## config.mk

```make
export PLATFORM = sky130hd
export DESIGN_NAME = saikoro_roll_ctrl
export DESIGN_NICKNAME = d
export VERILOG_FILES = /design/src/rtl/saikoro_roll_ctrl.sv
export SDC_FILE = /design/constraint.sdc
export NUM_CORES = 1
export LEC_CHECK = 0
export ABC_CLOCK_PERIOD_IN_PS = 2900
export CAP_MARGIN = 20
export CORE_ASPECT_RATIO = 0.9
export CORE_MARGIN = 2
export CORE_UTILIZATION = 30
export CTS_BUF_LIST = sky130_fd_sc_hd__clkbuf_16
export DETAILED_ROUTE_END_ITERATION = 6
export GPL_TIMING_DRIVEN = 0
export PLACE_DENSITY = 0.57
export SYNTH_ARGS = -nofsm -noshare
export SYNTH_HDL_FRONTEND = slang
export SYNTH_SLANG_ARGS = --single-unit
```

## constraint.sdc

```tcl
create_clock -name ck -period 2.9 [get_ports ck]
set_clock_uncertainty 0.1 [all_clocks]
set_input_delay 0.435 -clock ck [delete_from_list [all_inputs] [get_ports ck]]
set_output_delay 0.435 -clock ck [all_outputs]
set_load 0.05 [all_outputs]
```

## src/rtl/saikoro_roll_ctrl.sv

```systemverilog
// Push-button front end for the dice counter: synchronise and debounce the button,
// spin while held, then decelerate with growing enable intervals and flag the final face.
module saikoro_roll_ctrl #(
    parameter int DEB_CYCLES  = 4,
    parameter int SPIN_DIV    = 1,
    parameter int SLOW_START  = 2,
    parameter int SLOW_STEP   = 2,
    parameter int SLOW_PULSES = 5,
    parameter int CW          = 16
) (
    input  logic ck,
    input  logic reset,
    input  logic btn,
    output logic enable,
    output logic rolling,
    output logic settled
);

    localparam logic [CW-1:0] DEB_LAST    = CW'(DEB_CYCLES - 1);
    localparam logic [CW-1:0] SPIN_LAST   = CW'(SPIN_DIV - 1);
    localparam logic [CW-1:0] START_IV    = CW'(SLOW_START);
    localparam logic [CW-1:0] PULSES_LAST = CW'(SLOW_PULSES - 1);
    localparam logic [CW-1:0] ONE         = CW'(1);
    localparam logic [CW:0]   STEP_EXT    = (CW+1)'(SLOW_STEP);

    typedef enum logic [1:0] {
        IDLE = 2'd0,
        SPIN = 2'd1,
        SLOW = 2'd2,
        DONE = 2'd3
    } state_t;

    logic [1:0]    sync_reg;
    logic          btn_db_reg;
    logic [CW-1:0] deb_cnt_reg;

    state_t        state_reg, state_next;
    logic [CW-1:0] div_reg, div_next;
    logic [CW-1:0] wait_reg, wait_next;
    logic [CW-1:0] interval_reg, interval_next;
    logic [CW-1:0] pulses_reg, pulses_next;
    logic          enable_reg, enable_next;
    logic          rolling_reg, rolling_next;
    logic          settled_reg, settled_next;

    logic [CW:0]   interval_sum;
    logic [CW-1:0] interval_sat;

    // Two-flop synchroniser: sync_reg[1] is the only copy of btn the logic may use.
    always_ff @(posedge ck) begin
        if (reset) begin
            sync_reg <= 2'b00;
        end else begin
            sync_reg <= {sync_reg[0], btn};
        end
    end

    // Accept a new level only after DEB_CYCLES consecutive disagreeing samples.
    always_ff @(posedge ck) begin
        if (reset) begin
            btn_db_reg  <= 1'b0;
            deb_cnt_reg <= '0;
        end else if (sync_reg[1] == btn_db_reg) begin
            deb_cnt_reg <= '0;
        end else if (deb_cnt_reg == DEB_LAST) begin
            btn_db_reg  <= sync_reg[1];
            deb_cnt_reg <= '0;
        end else begin
            deb_cnt_reg <= deb_cnt_reg + ONE;
        end
    end

    assign interval_sum = {1'b0, interval_reg} + STEP_EXT;
    assign interval_sat = interval_sum[CW] ? '1 : interval_sum[CW-1:0];

    always_comb begin
        state_next    = state_reg;
        div_next      = div_reg;
        wait_next     = wait_reg;
        interval_next = interval_reg;
        pulses_next   = pulses_reg;
        enable_next   = 1'b0;
        settled_next  = 1'b0;
        rolling_next  = (state_reg == SPIN) || (state_reg == SLOW);

        case (state_reg)
            IDLE: begin
                if (btn_db_reg) begin
                    state_next = SPIN;
                    div_next   = '0;
                end
            end
            SPIN: begin
                if (!btn_db_reg) begin
                    state_next    = SLOW;
                    interval_next = START_IV;
                    wait_next     = '0;
                    pulses_next   = '0;
                end else begin
                    enable_next = (div_reg == '0);
                    div_next    = (div_reg == SPIN_LAST) ? '0 : div_reg + ONE;
                end
            end
            SLOW: begin
                // A fresh press wins over a pulse falling due in the same cycle.
                if (btn_db_reg) begin
                    state_next    = SPIN;
                    div_next      = '0;
                    wait_next     = '0;
                    interval_next = '0;
                    pulses_next   = '0;
                end else if (wait_reg == interval_reg - ONE) begin
                    enable_next   = 1'b1;
                    wait_next     = '0;
                    interval_next = interval_sat;
                    pulses_next   = pulses_reg + ONE;
                    if (pulses_reg == PULSES_LAST) begin
                        state_next = DONE;
                    end
                end else begin
                    wait_next = wait_reg + ONE;
                end
            end
            DONE: begin
                settled_next = 1'b1;
                state_next   = IDLE;
            end
            default: begin
                state_next = IDLE;
            end
        endcase
    end

    always_ff @(posedge ck) begin
        if (reset) begin
            state_reg    <= IDLE;
            div_reg      <= '0;
            wait_reg     <= '0;
            interval_reg <= '0;
            pulses_reg   <= '0;
            enable_reg   <= 1'b0;
            rolling_reg  <= 1'b0;
            settled_reg  <= 1'b0;
        end else begin
            state_reg    <= state_next;
            div_reg      <= div_next;
            wait_reg     <= wait_next;
            interval_reg <= interval_next;
            pulses_reg   <= pulses_next;
            enable_reg   <= enable_next;
            rolling_reg  <= rolling_next;
            settled_reg  <= settled_next;
        end
    end

    assign enable  = enable_reg;
    assign rolling = rolling_reg;
    assign settled = settled_reg;

endmodule

```

**After elaboration in Yosys (flattened, before gate mapping)**

Index checks and enable logic that the tools add are counted.

- Register bits: 88
- Output and inout bits: 3

- $add $sub $neg: 6
- Equality and inequality tests: 13
- Muxes and demuxes: 27
- Bitwise operators: 1
- Reduce and logical (&&, ||, !) cells: 12

Operator list:

| operator | count |
|---|---|
| 2-to-1 mux 16 bit | 12 |
| case mux 16 bit (2 select lines) | 4 |
| adder 16 x 1 -> 16 bit, second input constant | 4 |
| adder 16 x 2 -> 17 bit, second input constant | 1 |
| equality test 16 bit | 1 |
| equality test 16 x 2 -> 1 bit, second input constant | 1 |
| equality test 16 x 3 -> 1 bit, second input constant | 1 |
| zero test 16 bit | 1 |
| subtractor 16 x 1 -> 16 bit, second input constant | 1 |
| 2-to-1 mux 2 bit | 5 |
| case mux 2 bit (4 select lines) | 1 |
| != test 2 bit, second input constant | 3 |
| != test 3 x 2 -> 1 bit, second input constant | 2 |
| AND reduction 3 bit | 2 |
| equality test 2 bit, second input constant | 2 |
| 2-to-1 mux 1 bit | 4 |
| AND reduction 2 bit | 2 |
| AND reduction 4 bit | 1 |
| nonzero test 2 bit | 2 |
| OR reduction 3 bit | 1 |
| equality test 2 x 1 -> 1 bit, second input constant | 1 |
| zero test 2 bit | 1 |
| != test 2 x 1 -> 1 bit, second input constant | 1 |
| case mux 1 bit (2 select lines) | 1 |
| other kinds (4) | 4 |

**Logic depth before layout (Yosys ltp)**

Gate-level depths: netlist of the first run.

- Depth in word-level cells: 5
- Depth in mapped cells: 11
- Mapped depth without buffers: 9

**Least setup slack after synthesis of the first run**

OpenSTA, ideal clock, no wires.

- Path kind: register -> register
- Start point: reg interval_reg[0]
- End point: reg pulses_reg[14]
- Library setup time: 0.072 ns
- Arrival: 2.595 ns
- Data required time: 2.728 ns
- Setup slack: 0.133 ns
- Stages on the path, launching flop included: 11
- Path buffers: 1
- Period minus slack after synthesis: 2.767 ns
- Path through: dfxtp_1 inv_1 ha_1 nor2b_1 or3_1 a31oi_1 nor3b_1 o2111ai_1 buf_4 a2111oi_4 mux2i_1

- Cells in the longest elaborated chain, start to end: 4

RTL lines:

| element | RTL line | text |
|---|---|---|
| start, declared | 40 | `logic [CW-1:0] interval_reg, interval_next;` |
| start signal, assigned | 148 | `interval_reg <= interval_next;` |
| subtractor 16 x 1 -> 16 bit | 112 | `end else if (wait_reg == interval_reg - ONE) begin` |
| equality test 16 bit | 112 |  |
| != test 3 x 2 -> 1 bit (no source line) | n/a |  |
| AND reduction 3 bit (no source line) | n/a |  |
| end signal, assigned | 149 | `pulses_reg <= pulses_next;` |
| end, declared | 41 | `logic [CW-1:0] pulses_reg, pulses_next;` |

No other way between the ends.
A chain may end at the register's enable or synchronous reset.

**Final worst setup path of the first run**

- Start point: reg interval_reg[2]
- End point: reg state_reg[1]

- Cells in the longest elaborated chain, start to end: 4

RTL lines:

| element | RTL line | text |
|---|---|---|
| subtractor 16 x 1 -> 16 bit | 112 |  |
| equality test 16 bit | 112 |  |
| != test 3 x 2 -> 1 bit (no source line) | n/a |  |
| AND reduction 4 bit (no source line) | n/a |  |
| end signal, assigned | 145 | `state_reg <= state_next;` |
| end, declared | 37 | `state_t state_reg, state_next;` |

No other way between the ends.

==> results of run 1 <==
==> cell type report <==
cell class | count | area share
plain buffers | 35 | 0.0279
clock buffers | 9 | 0.0370
clock inverters | 7 | 0.0142
inverters | 21 | 0.0142
multi-input cells | 481 | 0.539
flip-flops and latches | 88 | 0.291
well taps | 211 | 0.0433
repair buffers | 23 | 0.0333
==> per-layer routing <==
layer  global-route usage  share of wire  vias to the layer above
li1                     -              -                     2330
met1                0.208           0.49                     2148
met2                0.226           0.44                      132
met3               0.0277          0.055                       11
met4               0.0329          0.010                        0
met5                    0              0                        -
==> timing repair <==
item / 4_1_cts / 5_1_grt
setup endpoints to repair: 50 / 42
gates resized for setup: 37 / 22
pin swaps: 10 / 9
setup buffers: 8 / 9
gates cloned: 1 / 1
==> cells in the final DEF (no fill, tap or decap), types with 3 or more instances in the layout <==
cell type        Yosys  routed
inv_1               21      18
or3_1                9       9
and3_1              14      14
clkbuf_1            28      23
o21bai_1             3       3
nand3_1             29      29
buf_4                1      16
inv_6                0       3
xor2_1              34      33
nor4_1              17      15
a211oi_2             0       3
clkdlybuf4s50_1      0       4
a221oi_1             6       4
o211ai_1             4       4
a21oi_2              1       4
dfxtp_1             88      85
nand4_1             19      19
dfxtp_4              0       3
nor3_1              27      27
a211oi_1             6       3
and2_1               3       3
nor2_1              54      53
o21ai_0             22      22
nand2b_1            13      13
o221a_2              8       8
a21oi_1             36      32
buf_2                5       7
ha_1                13      11
nor4b_1              5       5
xnor2_1             20      19
a31oi_1              9       8
clkbuf_16            0       9
mux2i_1             16      15
nor2b_1              8       7
nand2_1             64      64
==> through the flow <==
step	util	TNS, ns
2_1_floorplan	-	0
3_3_place_gp	0.323	-20.39
3_5_place_dp	0.323	-21.52
4_1_cts	0.356	0
5_1_grt	0.364	-0.0523
6_report	0.364	0
==> path summary, 6_finish.rpt <==
kind                   startpoint             end  slack [ns]  cells past startpoint
setup / recovery  interval_reg[2]    state_reg[1]        0.10                     12
hold / removal     deb_cnt_reg[0]  deb_cnt_reg[0]        0.37                      1
setup reg to reg  interval_reg[2]    state_reg[1]        0.10                     12
hold reg to reg    deb_cnt_reg[0]  deb_cnt_reg[0]        0.37                      1
==> worst reg2reg max path: cells and delay by family, from the launching register on <==
family                   cells  cell delay, ns
AND/OR/NAND/NOR              3            0.63
AO/OA/AOI/OAI                4            0.86
buffers and inverters        4            0.59
adder cells (fa/ha/maj)      1            0.18
flip-flops                   1            0.37
==> where the power goes <==
group | internal, mW | switching (mW) | total [mW]
Combinational | 0.264 | 0.436 | 0.700
Clock | 0.688 | 0.522 | 1.21
Sequential | 1.23 | 0.0245 | 1.25
Total | 2.18 | 0.983 | 3.16
==> kinds of logic after synthesis <==
| family | share of synthesized area |
|---|---|
| flip-flops | 0.346 |
| AO/OA/AOI/OAI | 0.164 |
| adder cells (fa/ha/maj) | 0.0319 |
| XOR/XNOR | 0.0929 |
| AND/OR/NAND/NOR | 0.287 |
| buffers and inverters | 0.0462 |
| multiplexers | 0.0315 |
==> flow_metrics.tcl, run 1 <==
set metrics [dict create \
    status "finished clean" \
    syn_to_final_growth_pct 19.7 \
    overflow 0 \
    fmax_ghz 0.357 \
    dp_hpwl_um 9000 \
    yosysMostFrequentCell "dfxtp_1" \
    synth_area_um2 5090 \
    via_per_inst 5.28 \
    netlist_top_cells_count "dfxtp_1 (88), nand2_1 (64), nor2_1 (54)" \
    routed_wl_um 13100 \
    crit_type "reg2reg" \
    ant_nets 0 \
    syn_inst 627 \
    synth_nets 643 \
    arrival_ns 2.96 \
    cp.required_ns 3.06 \
    finalInstanceArea_um2 6090 \
    cp-start-kind "flip-flop" \
    nets 675 \
    detail_route.iter0.violations 297 \
    power.total_mw 3.16 \
    wl_per_cell_um 14.9 \
    gp_congestion 0.832 \
    yosysTopAreaCellShare 0.346 \
    yosys-top-cells-area "dfxtp_1 (35%), xor2_1 (5.8%), nand2_1 (4.7%)" \
    power.density_nw_per_um2 519 \
    whs_ns 0.369 \
    drive_above_1_share 0.146 \
    ys.flop_type "dfxtp_1" \
    cp.buffers_inverters 4 \
    vdd_ir_drop_max_v 0.000308 \
    cap_violations 0 \
    min_period_ns 2.80 \
    drc_errors 0 \
    syn_area_per_cell_um2 8.12 \
    numPortBuffers 4 \
    rows 45 \
    post-route-period-util 0.965 \
    n_antenna_cell 0 \
    initial_core_util 0.304 \
    synth_largest_area_cell "dfxtp_1" \
    ios 6 \
    cts.sinks 88 \
    cts_buffers 9 \
    clock_latency_ns 0.34 \
    clkTransAtPathRegs_ns 0.07 \
    cts_tree "built" \
    crit_family "compound AO/OA/AOI/OAI gates" \
    pre_cts_ws_ns -0.595 \
    place_inst 842 \
    grt_start_max_net_pins 18 \
    slowest_stage "a2111o_1" \
    root_buffer "clkbuf_16" \
    hold_viol 0 \
    seqCellArea_um2 1770 \
    grt_pass1_vias 4246 \
    ys_seq_elements 88 \
    rsz0062_at_grt "yes" \
    p_leak_nw 2.10 \
    dpl-instance-area_um2 5400 \
    die_w_um 141 \
    netlist-cell-type-count 61 \
    crit_chain "inv_2 > ha_4 > nor4b_4 > buf_4 > buf_4 > nor3_1 > a31oi_1 > nor4_4 > o2111ai_4 > buf_6 > a2111o_1 > a21oi_1" \
    grt_pass1_wl_um 21500 \
    cts_hold_buf 0 \
    end_kind "flip-flop" \
    track_usage 0.145 \
    dieArea_um2 18000 \
    multi_input_area_um2 3290 \
    hold_class "reg2reg" \
    htreeDepth 3 \
    crit_path_frequent_cell "buf_4" \
    clockBufferDepth 2 \
    vias 4621 \
    synth_edf_count 0 \
    slew_headroom 0.517 \
    antenna_found_initial 0 \
    setup_violations 0 \
    worst-path-max-fanout 7 \
    worstMarginPinSlew_ns 0.722 \
    fin_ws_ns 0.101 \
    yosysSeqAreaShare 0.346 \
    fillers 1733 \
    maxSlewViolCount 0 \
    yosysWarnings 0 \
    synth-async-reset-ratio 0 \
    max_stage_delay_ns 0.40 \
    dr.pass1.iters 5 \
    final_cell_count_no_fill 875 \
    die_h_um 128 \
    coreArea_um2 16700 \
]
(Power assumes the default switching activity.)
==> run 2, diff against run 1 <==
- PLACE_DENSITY: 0.57 -> not set
==> run 2 against run 1 <==
  * Die area is the same
  * Register-to-register slack barely moved
  * Critical path type unchanged
  * Largest cell class unchanged
  * Largest power group unchanged
  * Highest routed layer unchanged
  * Combinational power up 2%
  * Non-clock buffer count shrank 1
==> flow_metrics.tcl, run 2 (same netlist as run 1, synthesis figures left out) <==
set metrics [dict create \
    hold_viol 0 \
    switching_share 0.313 \
    vdd_ir_drop_max_v 0.000237 \
    overflow 0 \
    maxSlewViolCount 0 \
    antenna_found_initial 0 \
    slowest_stage "o21ai_1" \
    max_stage_delay_ns 0.37 \
    numPortBuffers 4 \
    syn_to_final_growth_pct 20.6 \
    grt_start_max_net_pins 18 \
    clockBufferDepth 2 \
    combPwrFrac 0.224 \
    drc_errors 0 \
    arrival_ns 2.98 \
    via_per_inst 5.31 \
    p_sw_mw 1.00 \
    routed_wl_um 13100 \
    crit_path_frequent_cell "buf_4" \
    cts.sinks 88 \
    gp_congestion 0.851 \
    final_core_util 0.367 \
    slew_headroom 0.511 \
    die_w_um 141 \
    cp.required_ns 3.09 \
    ios 6 \
    place_inst 842 \
    status "finished clean" \
    coreArea_um2 16700 \
    worstMarginPinSlew_ns 0.730 \
    wl_per_cell_um 15.0 \
    dp_hpwl_um 8810 \
    worst-path-max-fanout 7 \
    n_antenna_cell 0 \
    die_h_um 128 \
    pwr-share-clk 0.384 \
    vias 4643 \
    final_common_cell "dfxtp_1" \
    grt_pass1_vias 4145 \
    root_buffer "clkbuf_16" \
    cap_violations 0 \
    p_int_mw 2.20 \
    cts_buffers 9 \
    dieArea_um2 18000 \
    track_usage 0.145 \
    drive_above_1_share 0.148 \
    cts_tree "built" \
    cp-start-kind "flip-flop" \
    fin_ws_ns 0.114 \
    clkTransAtPathRegs_ns 0.07 \
    clock_latency_ns 0.34 \
    detail_route.iter0.violations 346 \
    ant_nets 0 \
    hold_class "reg2reg" \
    dr.pass1.iters 5 \
    final_cell_mix "dfxtp_1 (84), nand2_1 (64), nor2_1 (54)" \
    grt_pass1_wl_um 21300 \
    htreeDepth 3 \
    pre_cts_ws_ns -0.573 \
    setup_violations 0 \
    final_cell_count_no_fill 874 \
    pwr-share-seq 0.392 \
    crit_type "reg2reg" \
    initial_core_util 0.304 \
    post-route-period-util 0.961 \
    cts_hold_buf 0 \
    min_period_ns 2.79 \
    dpl-instance-area_um2 5400 \
    nets 674 \
    rows 45 \
    whs_ns 0.367 \
    crit_chain "clkbuf_1 > nor3_4 > buf_12 > buf_4 > nand4_1 > o21bai_1 > o211ai_1 > buf_4 > o2111a_2 > o21ai_1 > clkbuf_4 > o221a_2" \
    power.density_nw_per_um2 521 \
    end_kind "flip-flop" \
    fmax_ghz 0.359 \
    p_leak_nw 2.14 \
    finalInstanceArea_um2 6140 \
]
==> run 2: power groups by stage <==
stage | combinational [mW] | clock, mW | sequential (mW)
2_1_floorplan | 0.376 | 0 | 1.28
3_3_place_gp | 0.533 | 0 | 1.28
3_5_place_dp | 0.537 | 0 | 1.28
4_1_cts | 0.617 | 1.26 | 1.25
5_1_grt | 0.774 | 1.31 | 1.26
6_report | 0.715 | 1.23 | 1.25
==> run 2: worst paths after layout <==
check,startpoint,end,slack (ns),depth (start not counted)
hold / removal,deb_cnt_reg[0],deb_cnt_reg[0],0.37,1
setup / recovery,interval_reg[7],interval_reg[13],0.11,12
setup reg to reg,interval_reg[7],interval_reg[13],0.11,12
hold reg to reg,deb_cnt_reg[0],deb_cnt_reg[0],0.37,1
==> run 2: cell type report <==
class,count,area (µm²)
inverter,21,83.8
tap,211,264
buffer,35,180
sequential,88,1770
fill,1695,10600
clock inverter,7,86.3
clock buffer,9,225
multi-input combinational,481,3310
timing repair buffer,22,213
==> run 2: through the flow <==
step	power, mW	TNS [ns]
after floorplan	1.66	0
after global placement	1.81	-19.17
after detailed placement	1.81	-20.39
after CTS	3.12	-0.00108
after global routing	3.34	-0.0645
final	3.20	0
==> run 2: critical path: cells and delay by family (launching register included) <==
family | cells | cell delay (ns)
AO/OA/AOI/OAI | 5 | 1.07
buffers and inverters | 5 | 1.05
flip-flops | 1 | 0.31
AND/OR/NAND/NOR | 2 | 0.21
==> run 2: layer usage <==
layer | wire length [µm] | up-vias | GRT usage
met4 | 68 | 0 | 0.0382
met2 | 5890 | 140 | 0.218
met5 | 0 | - | 0
li1 | - | 2335 | -
met3 | 661 | 6 | 0.0285
met1 | 6490 | 2162 | 0.211
==> run 2: timing repair <==
action | CTS | global route
resized for setup | 26 | 39
setup buffers | 9 | 7
setup endpoints to repair | 50 | 50
pin swaps | 5 | 9
cloned | 1 | 1
==> run 3, diff against run 2 <==
- ABC_AREA: not set -> 0
==> results of run 3 <==
The final DEF is identical to that of run 2; final timing and power are the same.
